`src/rtl/tick_led_sequencer.sv`:
```
// rtl/tick_led_sequencer.sv - tick-driven LED pattern engine (COUNT/WALK/BOUNCE/BLINK)
// Optional build macro SEQ_DUAL_EDGE_EN: advance on both tick_in edges instead of rising only.
module tick_led_sequencer #(
    parameter int LED_COUNT   = 5,
    parameter int SYNC_STAGES = 2
) (
    input  logic                 CLK,
    input  logic                 RST_N,
    input  logic                 tick_in,
    input  logic                 en,
    input  logic [1:0]           mode,
    output logic [LED_COUNT-1:0] leds,
    output logic                 step,
    output logic                 wrap
);

    typedef enum logic [1:0] {
        MODE_COUNT  = 2'd0,
        MODE_WALK   = 2'd1,
        MODE_BOUNCE = 2'd2,
        MODE_BLINK  = 2'd3
    } mode_t;

    localparam logic [LED_COUNT-1:0] LEDS_ONES = {LED_COUNT{1'b1}};
    localparam logic [LED_COUNT-1:0] LEDS_ZERO = {LED_COUNT{1'b0}};
    localparam logic [LED_COUNT-1:0] LEDS_LSB  = {{(LED_COUNT-1){1'b0}}, 1'b1};
    localparam logic [LED_COUNT-1:0] LEDS_INC  = LEDS_LSB;

    logic [SYNC_STAGES-1:0] sync_q;
    logic                   tick_s;
    logic                   tick_d;
    logic                   adv;
    mode_t                  mode_q;
    logic                   dir_down;

    logic [LED_COUNT-1:0]   nxt_leds;
    logic                   nxt_wrap;
    logic                   nxt_dir_down;

    always_ff @(posedge CLK or negedge RST_N) begin
        if (!RST_N) begin
            sync_q <= '0;
            tick_d <= 1'b0;
        end else begin
            sync_q <= {sync_q[SYNC_STAGES-2:0], tick_in};
            tick_d <= tick_s;
        end
    end

    assign tick_s = sync_q[SYNC_STAGES-1];

`ifdef SEQ_DUAL_EDGE_EN
    assign adv = (tick_s ^ tick_d) & en;
`else
    assign adv = tick_s & ~tick_d & en;
`endif

    function automatic logic [LED_COUNT-1:0] start_of(input mode_t m);
        case (m)
            MODE_WALK, MODE_BOUNCE: start_of = LEDS_LSB;
            default:                start_of = LEDS_ZERO;
        endcase
    endfunction

    // Next pattern for the current mode; an unrecognised mode_q restarts without wrap.
    always_comb begin
        nxt_leds     = leds;
        nxt_wrap     = 1'b0;
        nxt_dir_down = dir_down;
        case (mode_q)
            MODE_COUNT: begin
                nxt_leds = leds + LEDS_INC;
                nxt_wrap = &leds;
            end
            MODE_WALK: begin
                nxt_leds = {leds[LED_COUNT-2:0], leds[LED_COUNT-1]};
                nxt_wrap = nxt_leds[0];
            end
            MODE_BOUNCE: begin
                if (!dir_down) begin
                    nxt_leds = leds << 1;
                    if (nxt_leds[LED_COUNT-1]) begin
                        nxt_dir_down = 1'b1;
                    end
                end else begin
                    nxt_leds = leds >> 1;
                    if (nxt_leds[0]) begin
                        nxt_dir_down = 1'b0;
                        nxt_wrap     = 1'b1;
                    end
                end
            end
            MODE_BLINK: begin
                nxt_leds = (leds == LEDS_ZERO) ? LEDS_ONES : LEDS_ZERO;
                nxt_wrap = (leds != LEDS_ZERO);
            end
            default: begin
                nxt_leds     = start_of(mode_q);
                nxt_wrap     = 1'b0;
                nxt_dir_down = 1'b0;
            end
        endcase
    end

    // A mode change takes priority and swallows any coincident advance.
    always_ff @(posedge CLK or negedge RST_N) begin
        if (!RST_N) begin
            mode_q   <= MODE_COUNT;
            leds     <= LEDS_ZERO;
            dir_down <= 1'b0;
            step     <= 1'b0;
            wrap     <= 1'b0;
        end else if (mode != mode_q) begin
            mode_q   <= mode_t'(mode);
            leds     <= start_of(mode_t'(mode));
            dir_down <= 1'b0;
            step     <= 1'b0;
            wrap     <= 1'b0;
        end else if (adv) begin
            leds     <= nxt_leds;
            dir_down <= nxt_dir_down;
            step     <= 1'b1;
            wrap     <= nxt_wrap;
        end else begin
            step     <= 1'b0;
            wrap     <= 1'b0;
        end
    end

endmodule

```
`config.mk`:
```
export PLATFORM = sky130hd
export DESIGN_NAME = tick_led_sequencer
export DESIGN_NICKNAME = d
export VERILOG_FILES = /design/src/rtl/tick_led_sequencer.sv
export SDC_FILE = /design/constraint.sdc
export NUM_CORES = 1
export LEC_CHECK = 0
export CAP_MARGIN = 20
export CORE_MARGIN = 3
export CORE_UTILIZATION = 46
export CTS_CLUSTER_DIAMETER = 120
export DETAILED_ROUTE_END_ITERATION = 10
export GPL_ROUTABILITY_DRIVEN = 0
export HOLD_SLACK_MARGIN = 0.02
export PLACE_DENSITY_LB_ADDON = 0.3
export SETUP_SLACK_MARGIN = 0.3
export SYNTH_ARGS = -nofsm -noshare
export SYNTH_HDL_FRONTEND = slang
export SYNTH_SLANG_ARGS = --single-unit
```
`constraint.sdc`:
```
create_clock -name CLK -period 1.7 [get_ports CLK]
set_input_delay 0.34 -clock CLK [delete_from_list [all_inputs] [get_ports CLK]]
set_output_delay 0.34 -clock CLK [all_outputs]
set_load 0.05 [all_outputs]
```
==> flow_metrics.py, run 1 <==
metrics = {
    "cts": {
        "root_buffer": "clkbuf_4",
        "insertion_delay_ps": 280,
        "tritoncts": "done",
        "path_clk_slew_ps": 90,
        "h-tree-depth": 1,
        "cts_buffer_depth": 2,
        "clock-sinks": 13,
        "postCtsHoldBufs": 0,
        "cts_buffers": 3,
    },
    "synth": {
        "avgSynthCellArea_sq_um": 9.321,
        "yosysMostFrequentCell": "dfrtp_1",
        "ys_types": 38,
        "synth_ff_type": "dfrtp_1",
        "synthTopCellsByArea": "dfrtp_1, a21oi_1, ha_1, nor2_1, mux4_2",
        "synth_nets": 98,
        "synth_seq_area_share_pct": 39.22,
        "synthesis.area_sq_um": 829.5,
        "synthCells": 89,
        "async_flop_share_pct": 100.0,
        "synthTopCellsByCount": "dfrtp_1, nor2_1, a21oi_1, clkbuf_1, nand2_1",
        "ys_ff_latch": 13,
        "ys.warnings.count": 0,
        "synth_top_cell_area_share_pct": 39.22,
        "synth_top_area_cell": "dfrtp_1",
        "synth_edf_count": 0,
    },
    "sta": {
        "tightest_slew_ps": 335.1,
        "rsz0062_at_grt": "true",
        "min_period_over_period_pct": 98.86,
        "relSlewSlack_pct": 77.66,
        "skew_ps": 11.20,
        "hold_violations": 0,
        "fmax_mhz": 595.0,
        "post-route-min-period_ps": 1681,
        "drv_slew": 0,
        "setup_viol": 0,
        "worst_slack_ps": 19.39,
    },
    "drt": {
        "num_vias": 829,
        "drc": 0,
        "wl_um": 2310,
        "drtPass1Iterations": 4,
        "viasPerCell": 5.838,
        "wl_per_cell_um": 16.27,
        "dr.first_iter.drc_count": 31,
        "postRouteAntennaNets": 0,
    },
    "floorplanning": {
        "fp.dieW_um": 48.47,
        "start_util_pct": 52.04,
        "coreArea_sq_um": 1594,
        "die_area_sq_um": 2349,
        "placementRows": 14,
        "die_h_um": 48.47,
        "num_io_pins": 13,
    },
    "run_status": {
        "outcome": "completed",
    },
    "cells_and_area": {
        "drive_gt1_share_pct": 45.76,
        "n_antenna_cell": 0,
        "nets": 128,
        "area_growth_pct": 47.06,
        "final-instance-count-excl-fill": 142,
    },
    "pwr": {
        "sw_frac_of_total_pct": 31.10,
        "p_int_w": 0.0005220,
        "p_seq_share_pct": 45.1,
        "p_total_w": 0.0007577,
        "power.density_nw_per_um2": 621.1,
        "power_frac_comb_pct": 28.6,
        "p_leak_nw": 0.5137,
        "ir_drop_uv": 449.2,
        "p_switching_w": 0.0002356,
        "clock_power_share_pct": 26.3,
    },
    "setup_path": {
        "critPathMaxFanout": 4,
        "end_kind": "flop",
        "path_class": "flop to flop",
        "crit_path_start_kind": "flop",
        "crit_arrival_ps": 1870,
        "required_ps": 1890,
    },
    "global_routing": {
        "grt_use_total_pct": 19.79,
        "grt_antenna_before_repair": 0,
        "grt-ovfl-total": 0,
        "grt_pass1_vias": 789,
        "grt_max_degree": 14,
        "grt_pass1_wl_um": 3574,
    },
    "flow_run": {
        "drv_cap": 0,
    },
    "place": {
        "port_buffers": 12,
        "place_ws_ps": 21.99,
        "dp_hpwl_um": 1571,
        "placed_cells": 133,
    },
    "worst_hold_path": {
        "hold_path_class": "input pin to asynchronous set/reset pin",
    },
}
## cells by family after synthesis
group / Yosys count / synth area share [%]
AOI/OAI and AO/OA: 24 / 20.66
buffers and inverters: 13 / 7.240
muxes: 4 / 6.485
and+or+nand+nor: 30 / 19.76
adders and majority gates: 3 / 4.525
DFF: 13 / 39.22
xor gates and xnor gates: 2 / 2.112
## timing repair
action	4_1_cts	5_1_grt
endpoints found under the setup margin	8	10
pin swaps	2	6
buffers inserted	2	3
hold endpoints to repair	0	0
resized for setup	7	6
## cell usage in the layout, fill, tap and decap left out, types with 3 or more instances in the layout
cell             netlist  routed
buf_4                  0      23
nor2_1                10       9
a21oi_1                8       8
dfrtp_1               13       8
nand2_1                5       5
clkdlybuf4s50_1        0       5
dfrtp_2                0       5
nor3_1                 4       4
buf_12                 0       4
inv_2                  2       3
clkbuf_4               0       3
## worst paths after layout
| check | startpoint | end | slack (ps) | cells past startpoint |
|---|---|---|---|---|
| max | leds[0] | leds[3] | 20 | 6 |
| min | RST_N | leds[2] | 360 | 2 |
| max reg2reg | leds[0] | leds[3] | 20 | 6 |
| min reg2reg | sync_q[0] | sync_q[1] | 360 | 0 |
| max in group asynchronous | RST_N | mode_q[1] | 1150 | 2 |
| min in group CLK | sync_q[0] | sync_q[1] | 360 | 0 |
## power by group through the flow
stage,Sequential [W],Clock (W),Combinational [W]
global route,0.000344,0.000214,0.000229
global placement,0.000344,0,0.000187
detailed placement,0.000346,0,0.000192
CTS,0.000340,0.000194,0.000202
finish,0.000341,0.000199,0.000217
floorplan,0.000360,0,0.0000952
## registers in the layout, summed over array words and instances (netlist names)
register,count
tick_d,1
wrap,1
dir_down,1
leds,5
sync_q,2
mode_q,2
step,1
## final cells by class
cell class / count / area (sq um)
multi-input combinational: 63 / 489.2
fill: 102 / 374.1
sequential: 13 / 331.6
timing repair buffer: 34 / 325.3
tap: 24 / 30.03
clock buffer: 4 / 26.28
inverter: 4 / 17.52
## stage by stage
step	setup TNS (ps)	hold slack, ps	area, sq um	utilization, %
after floorplan	-161.9	44.41	865.8	-
after global placement	0	333.1	1121	70.33
after detailed placement	0	342.6	1121	70.33
after CTS	0	360.4	1176	73.78
after global routing	-44.34	372.7	1220	76.53
final	0	356.5	1220	76.53
## routing by layer
layer  track usage, %  vias up  part of all wire [%]
met5                0        -                     0
met4            10.90        0                   2.0
met3            4.294        6                   6.7
met2            33.94       44                    49
met1            22.87      397                    42
li1                 -      382                     -
## critical path: stages, from the launching register on
cell	delay (ps)
dfrtp_2	450
inv_2	80
ha_4	130
nor4b_4	230
nor2_1	110
a211o_1	300
a311oi_2	280
Power figures use the tool's default switching activity.
==> run 2: changes to the inputs <==
CORE_UTILIZATION = 51   (was 46)
clock period = 1.8 ns   (was 1.7 ns; I/O delays follow)
==> run 2 against run 1 <==
  * Flip-flop and latch count stayed put
  * Sequential share of layout area rose by 3.1 points
  * Utilization increased by 0.92 points
  * Die area fell by 8.6%
  * Non-clock buffer count fell by 10
  * Register-to-register slack gained 120 ps
  * Sequential power shrank 6.2%
  * Critical path depth unchanged
  * Routed wire length fell by 7.1%
  * Clock power fell by 13%
  * First-iteration DRC count increased by 9.7%
  * Global-route usage increased by 3.9 points
  * Critical endpoint is now leds[1]
  * Largest power group unchanged
==> flow_metrics.py, run 2 (synthesis gave the netlist of run 1 again) <==
metrics = {
    "cts": {
        "insertion_delay_ps": 270,
        "cts_buffers": 3,
        "cts_buffer_depth": 2,
        "path_clk_slew_ps": 90,
        "tritoncts": "done",
        "postCtsHoldBufs": 0,
        "root_buffer": "clkbuf_4",
        "h-tree-depth": 1,
        "clock-sinks": 13,
    },
    "cells_and_area": {
        "drive_gt1_share_pct": 37.96,
        "nFillCells": 90,
        "final-instance-count-excl-fill": 123,
        "top_regs": "leds x5, mode_q x2, sync_q x2",
        "nets": 118,
        "regMostFlops": "leds",
        "n_antenna_cell": 0,
        "regArea_sq_um": 331.6,
        "layout_commonest_cell": "buf_4",
        "utilization_pct": 77.45,
        "multi_input_area_sq_um": 479.2,
        "area_growth_pct": 32.13,
        "layout_common_cells": "buf_4, nor2_1, a21oi_1, dfrtp_1",
        "largest_register_ffs": 5,
    },
    "drt": {
        "wl_per_cell_um": 17.45,
        "dr.first_iter.drc_count": 34,
        "drc": 0,
        "wl_um": 2146,
        "viasPerCell": 6.488,
        "maxUsedRoutingLayer": "met4",
        "drtPass1Iterations": 5,
        "wl_met1_um": 843,
        "routed-wl-met3_um": 191,
        "num_vias": 798,
        "met2_length_um": 984,
        "postRouteAntennaNets": 0,
    },
    "floorplanning": {
        "die_h_um": 46.33,
        "die_area_sq_um": 2146,
        "num_io_pins": 13,
        "fp.dieW_um": 46.33,
        "placementRows": 13,
        "coreArea_sq_um": 1415,
        "start_util_pct": 58.62,
    },
    "setup_path": {
        "cpPeakStageDelay_ps": 490,
        "required_ps": 2010,
        "critPathMaxFanout": 4,
        "crit_slowest_cell": "or4b_4",
        "end_kind": "flop",
        "crit_path_cell_trace": "inv_2 -> ha_4 -> or4b_4 -> a22oi_2 -> o221ai_2 -> a21oi_2",
        "path_class": "flop to flop",
        "crit_path_start_kind": "flop",
        "crit_arrival_ps": 1860,
    },
    "flow_run": {
        "drv_cap": 0,
    },
    "pwr": {
        "p_switching_w": 0.0002061,
        "sw_frac_of_total_pct": 30.50,
        "p_leak_nw": 0.4673,
        "power.density_nw_per_um2": 616.5,
        "ir_drop_uv": 502.1,
        "p_total_w": 0.0006757,
        "p_seq_share_pct": 47.3,
        "power_frac_comb_pct": 26.9,
        "clock_power_share_pct": 25.8,
        "p_int_w": 0.0004696,
    },
    "sta": {
        "hold_violations": 0,
        "holdWs_ps": 354.2,
        "tightest_slew_ps": 568.1,
        "fmax_mhz": 602.8,
        "post-route-min-period_ps": 1659,
        "setup_viol": 0,
        "relSlewSlack_pct": 62.01,
        "rsz0062_at_grt": "true",
        "skew_ps": 14.22,
        "drv_slew": 0,
        "finalSetupTns_ps": 0,
        "min_period_over_period_pct": 92.17,
    },
    "global_routing": {
        "grt_max_degree": 15,
        "grt_use_total_pct": 23.68,
        "grt_pass1_vias": 749,
        "grt_antenna_before_repair": 0,
        "grt-ovfl-total": 0,
        "grt_pass1_wl_um": 3477,
    },
    "run_status": {
        "outcome": "completed",
    },
    "worst_hold_path": {
        "hold_path_class": "flop to flop",
    },
    "place": {
        "placed_cells": 113,
        "dp_hpwl_um": 1331,
        "port_buffers": 12,
    },
}
run 2: layer usage:
layer	vias up	track usage, %
met5	-	0
met3	13	8.203
met1	378	29.12
li1	356	-
met4	0	17.61
met2	51	33.52
run 2: final cells by class:
| type | instances | share of cell area, % |
|---|---|---|
| clock buffers | 3 | 2.055 |
| clock inverters | 1 | 0.4566 |
| inverters | 4 | 1.598 |
| multi-input cells | 63 | 43.72 |
| flip-flops and latches | 13 | 30.25 |
| well taps | 15 | 1.712 |
| repair buffers | 24 | 20.21 |
run 2: worst max-delay path: cells and delay by family, from the launching register on:
| kind | cells | cell delay, ps |
|---|---|---|
| AND/OR/NAND/NOR | 1 | 490 |
| AO/OA/AOI/OAI | 3 | 440 |
| adder cells (fa/ha/maj) | 1 | 130 |
| buffers and inverters | 1 | 80 |
| flip-flops | 1 | 440 |
run 2: through the flow:
stage | cell area, sq um | worst slack (ps)
floorplan | 865.8 | 17.43
global placement | 1002 | 124.5
detailed placement | 1002 | 77.32
CTS | 1085 | 147.0
global route | 1096 | 71.27
finish | 1096 | 141.0
run 2: final timing paths:
check / start / end / slack (ps) / cells past startpoint
worst max-delay path: leds[0] / leds[1] / 140 / 6
worst min-delay path: sync_q[0] / sync_q[1] / 350 / 0
worst max register to register: leds[0] / leds[1] / 140 / 6
worst min register to register: sync_q[0] / sync_q[1] / 350 / 0
max in group asynchronous: RST_N / leds[2] / 940 / 1
min in group asynchronous: RST_N / tick_d / 440 / 1
run 2: power by group through the flow:
stage,sequential [W],combinational [W],clock [W]
after floorplan,0.000340,0.0000900,0
after global placement,0.000328,0.000147,0
after detailed placement,0.000328,0.000151,0
after CTS,0.000318,0.000174,0.000181
after global routing,0.000321,0.000194,0.000196
final,0.000320,0.000182,0.000174
run 2: what timing repair did:
item,in CTS,in global routing
setup buffers,6,0
pin swaps,5,5
hold endpoints to repair,0,0
resized for setup,4,4
cloned,0,0
setup endpoints to repair,5,8
